$ cat src/rtl/ram_pkg.sv
// Shared definitions for the pipelined NoC RAM endpoint: request field layout,
// response record, configuration legality and counter helpers.
package ram_pkg;

    localparam int DEF_WIDTH        = 8;
    localparam int DEF_ADDR_WIDTH   = 7;
    localparam int DEF_N            = 16;
    localparam int DEF_N_ADDR_WIDTH = $clog2(DEF_N);

    localparam int RD_LAT_MIN = 1;
    localparam int RD_LAT_MAX = 4;

    typedef struct packed {
        logic [DEF_N_ADDR_WIDTH-1:0] src;
        logic [DEF_WIDTH-1:0]        data;
    } rsp_t;

    // Request layout, MSB->LSB: {wr, rd, src, addr, wdata}
    function automatic int addr_lsb(input int width);
        return width;
    endfunction

    function automatic int src_lsb(input int width, input int addr_width);
        return width + addr_width;
    endfunction

    function automatic int rd_bit(input int packed_in);
        return packed_in - 2;
    endfunction

    function automatic int wr_bit(input int packed_in);
        return packed_in - 1;
    endfunction

    function automatic bit cfg_legal(input int rd_lat, input int rsp_depth,
                                     input int node, input int n);
        return (rd_lat >= RD_LAT_MIN) && (rd_lat <= RD_LAT_MAX) &&
               (rsp_depth >= rd_lat) && (rsp_depth >= 2) &&
               ((rsp_depth & (rsp_depth - 1)) == 0) && (node < n);
    endfunction

    function automatic logic [15:0] sat_inc(input logic [15:0] v, input logic en);
        return (en && (v != 16'hFFFF)) ? v + 16'd1 : v;
    endfunction

endpackage

$ cat src/rtl/ram_rsp_fifo.sv
// Circular response FIFO; pointers carry an extra MSB so full and empty are
// distinguished by comparing pointers. The head is read combinationally.
module ram_rsp_fifo #(
    parameter int WIDTH = 12,
    parameter int DEPTH = 8,
    parameter int AW    = $clog2(DEPTH)
) (
    input  logic             clk,
    input  logic             rst,
    input  logic             i_push,
    input  logic [WIDTH-1:0] i_push_data,
    input  logic             i_pop,
    output logic [WIDTH-1:0] o_head,
    output logic [AW:0]      o_count
);

    logic [WIDTH-1:0] mem_q [DEPTH];
    logic [AW:0]      wr_ptr_q, wr_ptr_d;
    logic [AW:0]      rd_ptr_q, rd_ptr_d;
    logic             pop_ok;

    assign o_count = wr_ptr_q - rd_ptr_q;
    assign pop_ok  = i_pop && (o_count != '0);
    assign o_head  = mem_q[rd_ptr_q[AW-1:0]];

    always_comb begin
        wr_ptr_d = wr_ptr_q;
        rd_ptr_d = rd_ptr_q;
        if (i_push) wr_ptr_d = wr_ptr_q + 1'b1;
        if (pop_ok) rd_ptr_d = rd_ptr_q + 1'b1;
    end

    always_ff @(posedge clk or posedge rst) begin
        if (rst) begin
            wr_ptr_q <= '0;
            rd_ptr_q <= '0;
        end else begin
            wr_ptr_q <= wr_ptr_d;
            rd_ptr_q <= rd_ptr_d;
        end
    end

    // Storage is not reset; pointer reset alone empties the FIFO.
    always_ff @(posedge clk) begin
        if (i_push) mem_q[wr_ptr_q[AW-1:0]] <= i_push_data;
    end

endmodule

$ cat src/rtl/ram_pipelined.sv
// NoC RAM endpoint: single-port memory with a fixed-latency read pipeline,
// credit-reserved response FIFO, optional write acks and saturating statistics.
module ram_pipelined
    import ram_pkg::*;
#(
    parameter int WIDTH        = 8,
    parameter int ADDR_WIDTH   = 7,
    parameter int N            = 16,
    parameter int N_ADDR_WIDTH = $clog2(N),
    parameter int NODE         = 15,
    parameter int RD_LAT       = 2,
    parameter int RSP_DEPTH    = 8,
    parameter int WR_ACK       = 0,
    parameter int PACKED_IN    = WIDTH + ADDR_WIDTH + N_ADDR_WIDTH + 2,
    parameter int PACKED_OUT   = WIDTH + N_ADDR_WIDTH
) (
    input  logic                    clk,
    input  logic                    rst,
    input  logic [PACKED_IN-1:0]    i_packed_in,
    input  logic                    i_valid_in,
    output logic                    i_ready_out,
    output logic [PACKED_OUT-1:0]   o_packed_out,
    output logic [N_ADDR_WIDTH-1:0] o_dest_out,
    output logic                    o_valid_out,
    input  logic                    o_ready_in,
    output logic [15:0]             o_rd_count,
    output logic [15:0]             o_wr_count,
    output logic [15:0]             o_drop_count
);

    localparam int DEPTH    = 2 ** ADDR_WIDTH;
    localparam int CW       = $clog2(RSP_DEPTH + 1);
    localparam int FCW      = $clog2(RSP_DEPTH) + 1;
    localparam int ADDR_LSB = addr_lsb(WIDTH);
    localparam int SRC_LSB  = src_lsb(WIDTH, ADDR_WIDTH);
    localparam int RD_BIT   = rd_bit(PACKED_IN);
    localparam int WR_BIT   = wr_bit(PACKED_IN);

    if (!cfg_legal(RD_LAT, RSP_DEPTH, NODE, N)) begin : g_bad_cfg
        $error("ram_pipelined: illegal RD_LAT/RSP_DEPTH/NODE combination");
    end

    // Handshakes: a transfer happens on a clock edge where valid && ready.
    // Ready never looks at valid; valid, once raised, holds its payload
    // stable until the transfer completes.

    logic                    req_wr, req_rd;
    logic [N_ADDR_WIDTH-1:0] req_src;
    logic [ADDR_WIDTH-1:0]   req_addr;
    logic [WIDTH-1:0]        req_wdata;
    logic                    accept, rsp_gen, rsp_pop;
    logic [PACKED_OUT-1:0]   rsp_new;
    logic                    rsp_push;
    logic [PACKED_OUT-1:0]   rsp_push_data;
    logic [PACKED_OUT-1:0]   fifo_head;
    logic [FCW-1:0]          fifo_count;

    logic [WIDTH-1:0] mem_q [DEPTH];
    logic [CW-1:0]    credit_q, credit_d;
    logic [15:0]      rd_cnt_q, rd_cnt_d, wr_cnt_q, wr_cnt_d, drop_cnt_q, drop_cnt_d;

    assign req_wr    = i_packed_in[WR_BIT];
    assign req_rd    = i_packed_in[RD_BIT];
    assign req_src   = i_packed_in[SRC_LSB +: N_ADDR_WIDTH];
    assign req_addr  = i_packed_in[ADDR_LSB +: ADDR_WIDTH];
    assign req_wdata = i_packed_in[0 +: WIDTH];

    assign i_ready_out = !rst && (credit_q != '0);
    assign accept      = i_valid_in && i_ready_out;
    assign rsp_gen     = accept && (req_rd || (req_wr && (WR_ACK != 0)));
    assign rsp_pop     = o_valid_out && o_ready_in;

    // Reading before the write edge gives read-before-write for rd&wr requests.
    assign rsp_new = {req_src, req_rd ? mem_q[req_addr] : req_wdata};

    always_ff @(posedge clk) begin
        if (accept && req_wr) mem_q[req_addr] <= req_wdata;
    end

    // RD_LAT-1 register stages, then one FIFO write cycle before o_valid_out.
    if (RD_LAT == 1) begin : g_no_pipe
        assign rsp_push      = rsp_gen;
        assign rsp_push_data = rsp_new;
    end else begin : g_pipe
        localparam int STAGES = RD_LAT - 1;
        logic [STAGES-1:0]     vld_q, vld_d;
        logic [PACKED_OUT-1:0] dat_q [STAGES];
        logic [PACKED_OUT-1:0] dat_d [STAGES];

        always_comb begin
            vld_d[0] = rsp_gen;
            dat_d[0] = rsp_new;
            for (int s = 1; s < STAGES; s++) begin
                vld_d[s] = vld_q[s-1];
                dat_d[s] = dat_q[s-1];
            end
        end

        always_ff @(posedge clk or posedge rst) begin
            if (rst) begin
                vld_q <= '0;
                for (int s = 0; s < STAGES; s++) dat_q[s] <= '0;
            end else begin
                vld_q <= vld_d;
                for (int s = 0; s < STAGES; s++) dat_q[s] <= dat_d[s];
            end
        end

        assign rsp_push      = vld_q[STAGES-1];
        assign rsp_push_data = dat_q[STAGES-1];
    end

    ram_rsp_fifo #(
        .WIDTH (PACKED_OUT),
        .DEPTH (RSP_DEPTH)
    ) u_fifo (
        .clk         (clk),
        .rst         (rst),
        .i_push      (rsp_push),
        .i_push_data (rsp_push_data),
        .i_pop       (rsp_pop),
        .o_head      (fifo_head),
        .o_count     (fifo_count)
    );

    assign o_valid_out  = (fifo_count != '0);
    assign o_packed_out = o_valid_out ? fifo_head : '0;
    assign o_dest_out   = o_packed_out[PACKED_OUT-1 -: N_ADDR_WIDTH];

    // A credit is held from accept until the response leaves the FIFO.
    always_comb begin
        credit_d = credit_q;
        if (rsp_gen && !rsp_pop)      credit_d = credit_q - CW'(1);
        else if (!rsp_gen && rsp_pop) credit_d = credit_q + CW'(1);
    end

    always_comb begin
        rd_cnt_d   = sat_inc(rd_cnt_q,   accept && req_rd);
        wr_cnt_d   = sat_inc(wr_cnt_q,   accept && req_wr);
        drop_cnt_d = sat_inc(drop_cnt_q, accept && !req_rd && !req_wr);
    end

    always_ff @(posedge clk or posedge rst) begin
        if (rst) begin
            credit_q   <= CW'(RSP_DEPTH);
            rd_cnt_q   <= '0;
            wr_cnt_q   <= '0;
            drop_cnt_q <= '0;
        end else begin
            credit_q   <= credit_d;
            rd_cnt_q   <= rd_cnt_d;
            wr_cnt_q   <= wr_cnt_d;
            drop_cnt_q <= drop_cnt_d;
        end
    end

    assign o_rd_count   = rd_cnt_q;
    assign o_wr_count   = wr_cnt_q;
    assign o_drop_count = drop_cnt_q;

endmodule

$ cat config.mk
export PLATFORM = sky130hd
export DESIGN_NAME = ram_pipelined
export DESIGN_NICKNAME = d
export VERILOG_FILES = /design/src/rtl/ram_pkg.sv /design/src/rtl/ram_rsp_fifo.sv /design/src/rtl/ram_pipelined.sv
export SDC_FILE = /design/constraint.sdc
export NUM_CORES = 1
export LEC_CHECK = 0
export CAP_MARGIN = 20
export CORE_ASPECT_RATIO = 0.5
export CORE_MARGIN = 1.5
export CORE_UTILIZATION = 56
export DETAILED_ROUTE_END_ITERATION = 8
export PLACE_DENSITY = 0.73
export SLEW_MARGIN = 20
export SYNTH_ARGS = -nofsm -noshare
export SYNTH_HDL_FRONTEND = slang
export SYNTH_HIERARCHICAL = 1
export SYNTH_SLANG_ARGS = --single-unit
$ cat constraint.sdc
create_clock -name clk -period 3.6 [get_ports clk]
set_input_delay 0.72 -clock clk [delete_from_list [all_inputs] [get_ports clk]]
set_output_delay 0.72 -clock clk [all_outputs]
set_load 0.005 [all_outputs]
==> run summary <==
The run finished, with violations left. The checks that failed: negative setup slack. The most critical setup path has its startpoint at u_fifo/wr_ptr_q[2]$_DFFE_PP0P_. The top fanout value on the critical path came out at 5.

The count of buffers added on input and output ports is 90. Once routing completed, OpenROAD measured the worst setup slack at -80.0 ps. In the synthesized netlist the dominant register cell turns out to be sky130_fd_sc_hd__edfxtp_1. After synthesis the netlist holds a flip-flop and latch count of approximately 1200. At the pin with the least slew margin, the transition time is between 900 and 1000 ps. The count of cells in the finished layout, fillers not included, comes to about 4200. The global route total overflow came out at 0.

By count the netlist is led by sky130_fd_sc_hd__edfxtp_1 (1120), sky130_fd_sc_hd__nor2_1 (191), sky130_fd_sc_hd__nand2_1 (173). The post-detailed-route via-to-cell ratio is 6.41. The total clock buffers created by CTS is 99. In this run the vertical extent of the chip is 208 um. The ratio of cells with drive above 1 in the final layout came out at 23.9%.

The dominant combinational cell family by area after synthesis is multiplexers. Once the floorplan was initialized, standard cells occupied a little under three fifths of the core. Entering global routing, the biggest net connects 76 pins. The path class of the tightest hold or removal check is in -> reg. The synthesized design spends more area on one cell type than any other, namely sky130_fd_sc_hd__edfxtp_1.

Of all flip-flops after synthesis, the portion carrying an async set or reset was 6.12%. The CTS sink count came out at 1193. The top-level port count came out at slightly above 90. The number of maximum-capacitance violations is 0. The placer's final routability congestion estimate is 0.950.

The post-synth net total came out at 2650. In this run, the number of DRC markers left after iteration 0 of detailed routing was 3837. The total track usage came out at a little over a quarter. The Yosys step of the flow raised 6 warnings.

The first detailed-routing pass took 6 iterations. The fraction of the core area covered by cells at the end of the flow is 66.0%. The critical path is of the reg -> out type. Including well taps, the total number of placed cells is 3955. Of the total synthesized cell area, the portion taken by full adders, half adders and majority gates is less than 1%. The count of final setup violators is 8. By instance count, the leading cell after synthesis is sky130_fd_sc_hd__edfxtp_1. The category of the worst setup path launch point is a flop.

The buffer levels on the longest clock path is 3. The final worst hold slack is 499 ps. For this block, the via count after detailed routing is 26600.

The highest clock frequency the design can meet is 272 MHz. In this run the worst setup path terminates at o_dest_out[3]. The post-synthesis to final-layout area growth came out at 15.5%. The routed wire length per instance is 27.8 um. The die width is 413 um. The number of global-route vias before repair is 26300. TritonCTS built the clock tree. The synthesized design devotes to its leading area cell type 71.3% of total area.

The total power draw came out at just over 30 mW. Setup repair after global routing could not meet its margin everywhere. On the final layout, the worst clock skew is about 23 ps. In this run the number of H-tree levels came out at 3. Of the post-synthesis cell area, the part taken by muxes is 10.2%.

The clock edge transition at the registers on the reported setup and hold paths came out at around 70 ps. VDD sags by at most 0.351 mV. The count of unique library cells instantiated by Yosys is 81.

The synthesized netlist devotes 5.46% of its cell area to compound gates. Summing the areas of all xor and xnor instances in the mapped netlist gives under 10% of the synthesized area. The power per cell area is roughly 560 nW/um2. The initial antenna violation count is 5.

The worst slew slack as a fraction of its limit came out at 34.5%. The final max-slew violation count came out at 0. The critical path required time is 2880 ps. The floorplan step defined a die boundary enclosing 86000 um2.

The core region is between 80000 and 90000 um2. By area the synthesized netlist is led by sky130_fd_sc_hd__edfxtp_1 (71%), sky130_fd_sc_hd__mux4_2 (8.1%), sky130_fd_sc_hd__dfrtp_1 (3.8%), sky130_fd_sc_hd__a221oi_1 (1.9%), sky130_fd_sc_hd__nor2_1 (1.5%). The remaining antenna violation count after routing is 0. The post-synthesis share of cell area spent on and, or, nand and nor gates is 5.71%.

The later-pin clock latency in the skew report is roughly 690 ps. The signal arrival time at the worst endpoint is around 3000 ps. In the finished design, the share of the clock period the worst path needs comes to 102%.

The routed design has 116000 um of wire. The count of standard-cell rows came out at 74. The average footprint of a synthesized cell came out at roughly 18 um2. The cell sitting at the root of the clock tree is a sky130_fd_sc_hd__clkbuf_16. The minimum period implied by the final worst setup slack is between 3000 and 4000 ps. The post-synthesis cell area is 47100 um2. Counting every instance in the synthesized netlist gives roughly 2600.

The share of synthesized area occupied by flip-flops and latches is roughly 75%. The reg-to-reg critical path endpoint is credit_q[2]$_DFFE_PP0P_. The reg-to-reg critical path startpoint is u_fifo/wr_ptr_q[2]$_DFFE_PP0P_. STA classifies the critical path endpoint as an output port. For the worst flop-to-flop path, the logic depth is 15. The first global-routing pass estimated between 150000 and 200000 um of wire. The number of remaining DRC errors came out at 0. The net count of the finished layout is ~3000. The hold violation total from the final report is 0.

The worst-case register-to-register setup slack came out at 140 ps. The number of enable flip-flop cells after synthesis is roughly 1100. The wire-length estimate of the detail-placed layout is 73000 um.

The static leakage is 18.1 nW.
how the worst min path moves through the flow:
stage / startpoint / endpoint / slack, ps / cells past startpoint
after global placement: o_wr_count[7]$_DFFE_PP0P_ / o_wr_count[7]$_DFFE_PP0P_ / 490 / 1
after global routing: i_packed_in[18] / g_pipe.dat_q[11]$_DFF_PP0_ / 480 / 1
final: i_packed_in[18] / g_pipe.dat_q[11]$_DFF_PP0_ / 500 / 1
after detailed placement: o_rd_count[9]$_DFFE_PP0P_ / o_rd_count[9]$_DFFE_PP0P_ / 490 / 1
after floorplan: o_drop_count[5]$_DFFE_PP0P_ / o_drop_count[5]$_DFFE_PP0P_ / 480 / 1
after CTS: i_packed_in[5] / mem_q[58][5]$_DFFE_PP_ / 460 / 1
power breakdown:
group          internal [mW]  total (mW)  switching [mW]
Combinational           1.95        3.98            2.03
Clock                   5.91        10.9            4.95
Sequential              15.4        15.6           0.211
worst max-delay path: stages, from the launching register on:
cell	delay [ps]
sky130_fd_sc_hd__dfrtp_1	420
sky130_fd_sc_hd__ha_4	300
sky130_fd_sc_hd__nand3b_1	150
sky130_fd_sc_hd__and3_4	200
sky130_fd_sc_hd__or2_4	250
sky130_fd_sc_hd__or4_4	560
sky130_fd_sc_hd__buf_6	150
sky130_fd_sc_hd__and2_4	130
sky130_fd_sc_hd__buf_6	110
routing by layer:
metal | global-route usage [%] | wire, um
met2 | 41.8 | 53800
met4 | 8.07 | 3460
met5 | 0 | 13
met3 | 6.65 | 13300
met1 | 38.9 | 45000
layout make-up:
class                           instances  area, um2
Tap cell                             1102       1380
Timing Repair Buffer                  408       3530
Multi-Input combinational cell       1248      10800
Clock inverter                         61        566
Antenna cell                            2       5.00
Clock buffer                          122       2660
Inverter                               19       72.6
Sequential cell                      1193      35500
Fill cell                            5386      28000
cells by family after synthesis:
kind of cell / Yosys count
AO/OA/AOI/OAI: 343
XOR/XNOR: 55
adder cells (fa/ha/maj): 12
buffers and inverters: 173
flip-flops: 1193
multiplexers: 263
AND/OR/NAND/NOR: 574
registers in the layout, indices dropped and copies added (netlist names):
name,count
o_rd_count,16
g_pipe.vld_q,1
u_fifo/rd_ptr_q,4
g_pipe.dat_q,12
credit_q,4
u_fifo/wr_ptr_q,4
mem_q,1024
u_fifo/mem_q,96
o_wr_count,16
o_drop_count,16
placed cells by master (no fill, tap or decap), drive strengths merged, types with 30 or more instances in the layout:
cell	netlist	routed
clkdlybuf4s50	0	62
a221oi	104	104
clkbuf	47	122
nand2	173	173
xnor2	36	36
nand2b	31	31
edfxtp	1120	1120
o21ai	31	31
mux2	30	30
clkinv	1	41
nand3	55	55
mux2i	63	63
nor2	193	193
dfrtp	72	72
a21oi	47	47
buf	107	346
mux4	170	170
what timing repair did:
item                       in CTS  in global routing
hold buffers                    0                  0
gates cloned                    1                  0
buffers inserted                9                  5
setup endpoints to repair      17                 18
gates resized for setup        98                  8
pin swaps                      18                  6
through the flow:
stage / worst slack (ps) / TNS [ps] / area (um2)
5_1_grt: -156 / -1400 / 54500
6_report: -80.0 / -513 / 54500
3_3_place_gp: 117 / 0 / 51000
2_1_floorplan: 36.1 / 0 / 47100
3_5_place_dp: 50.7 / 0 / 51000
4_1_cts: -135 / -1060 / 54400
(Power assumes the default switching activity.)
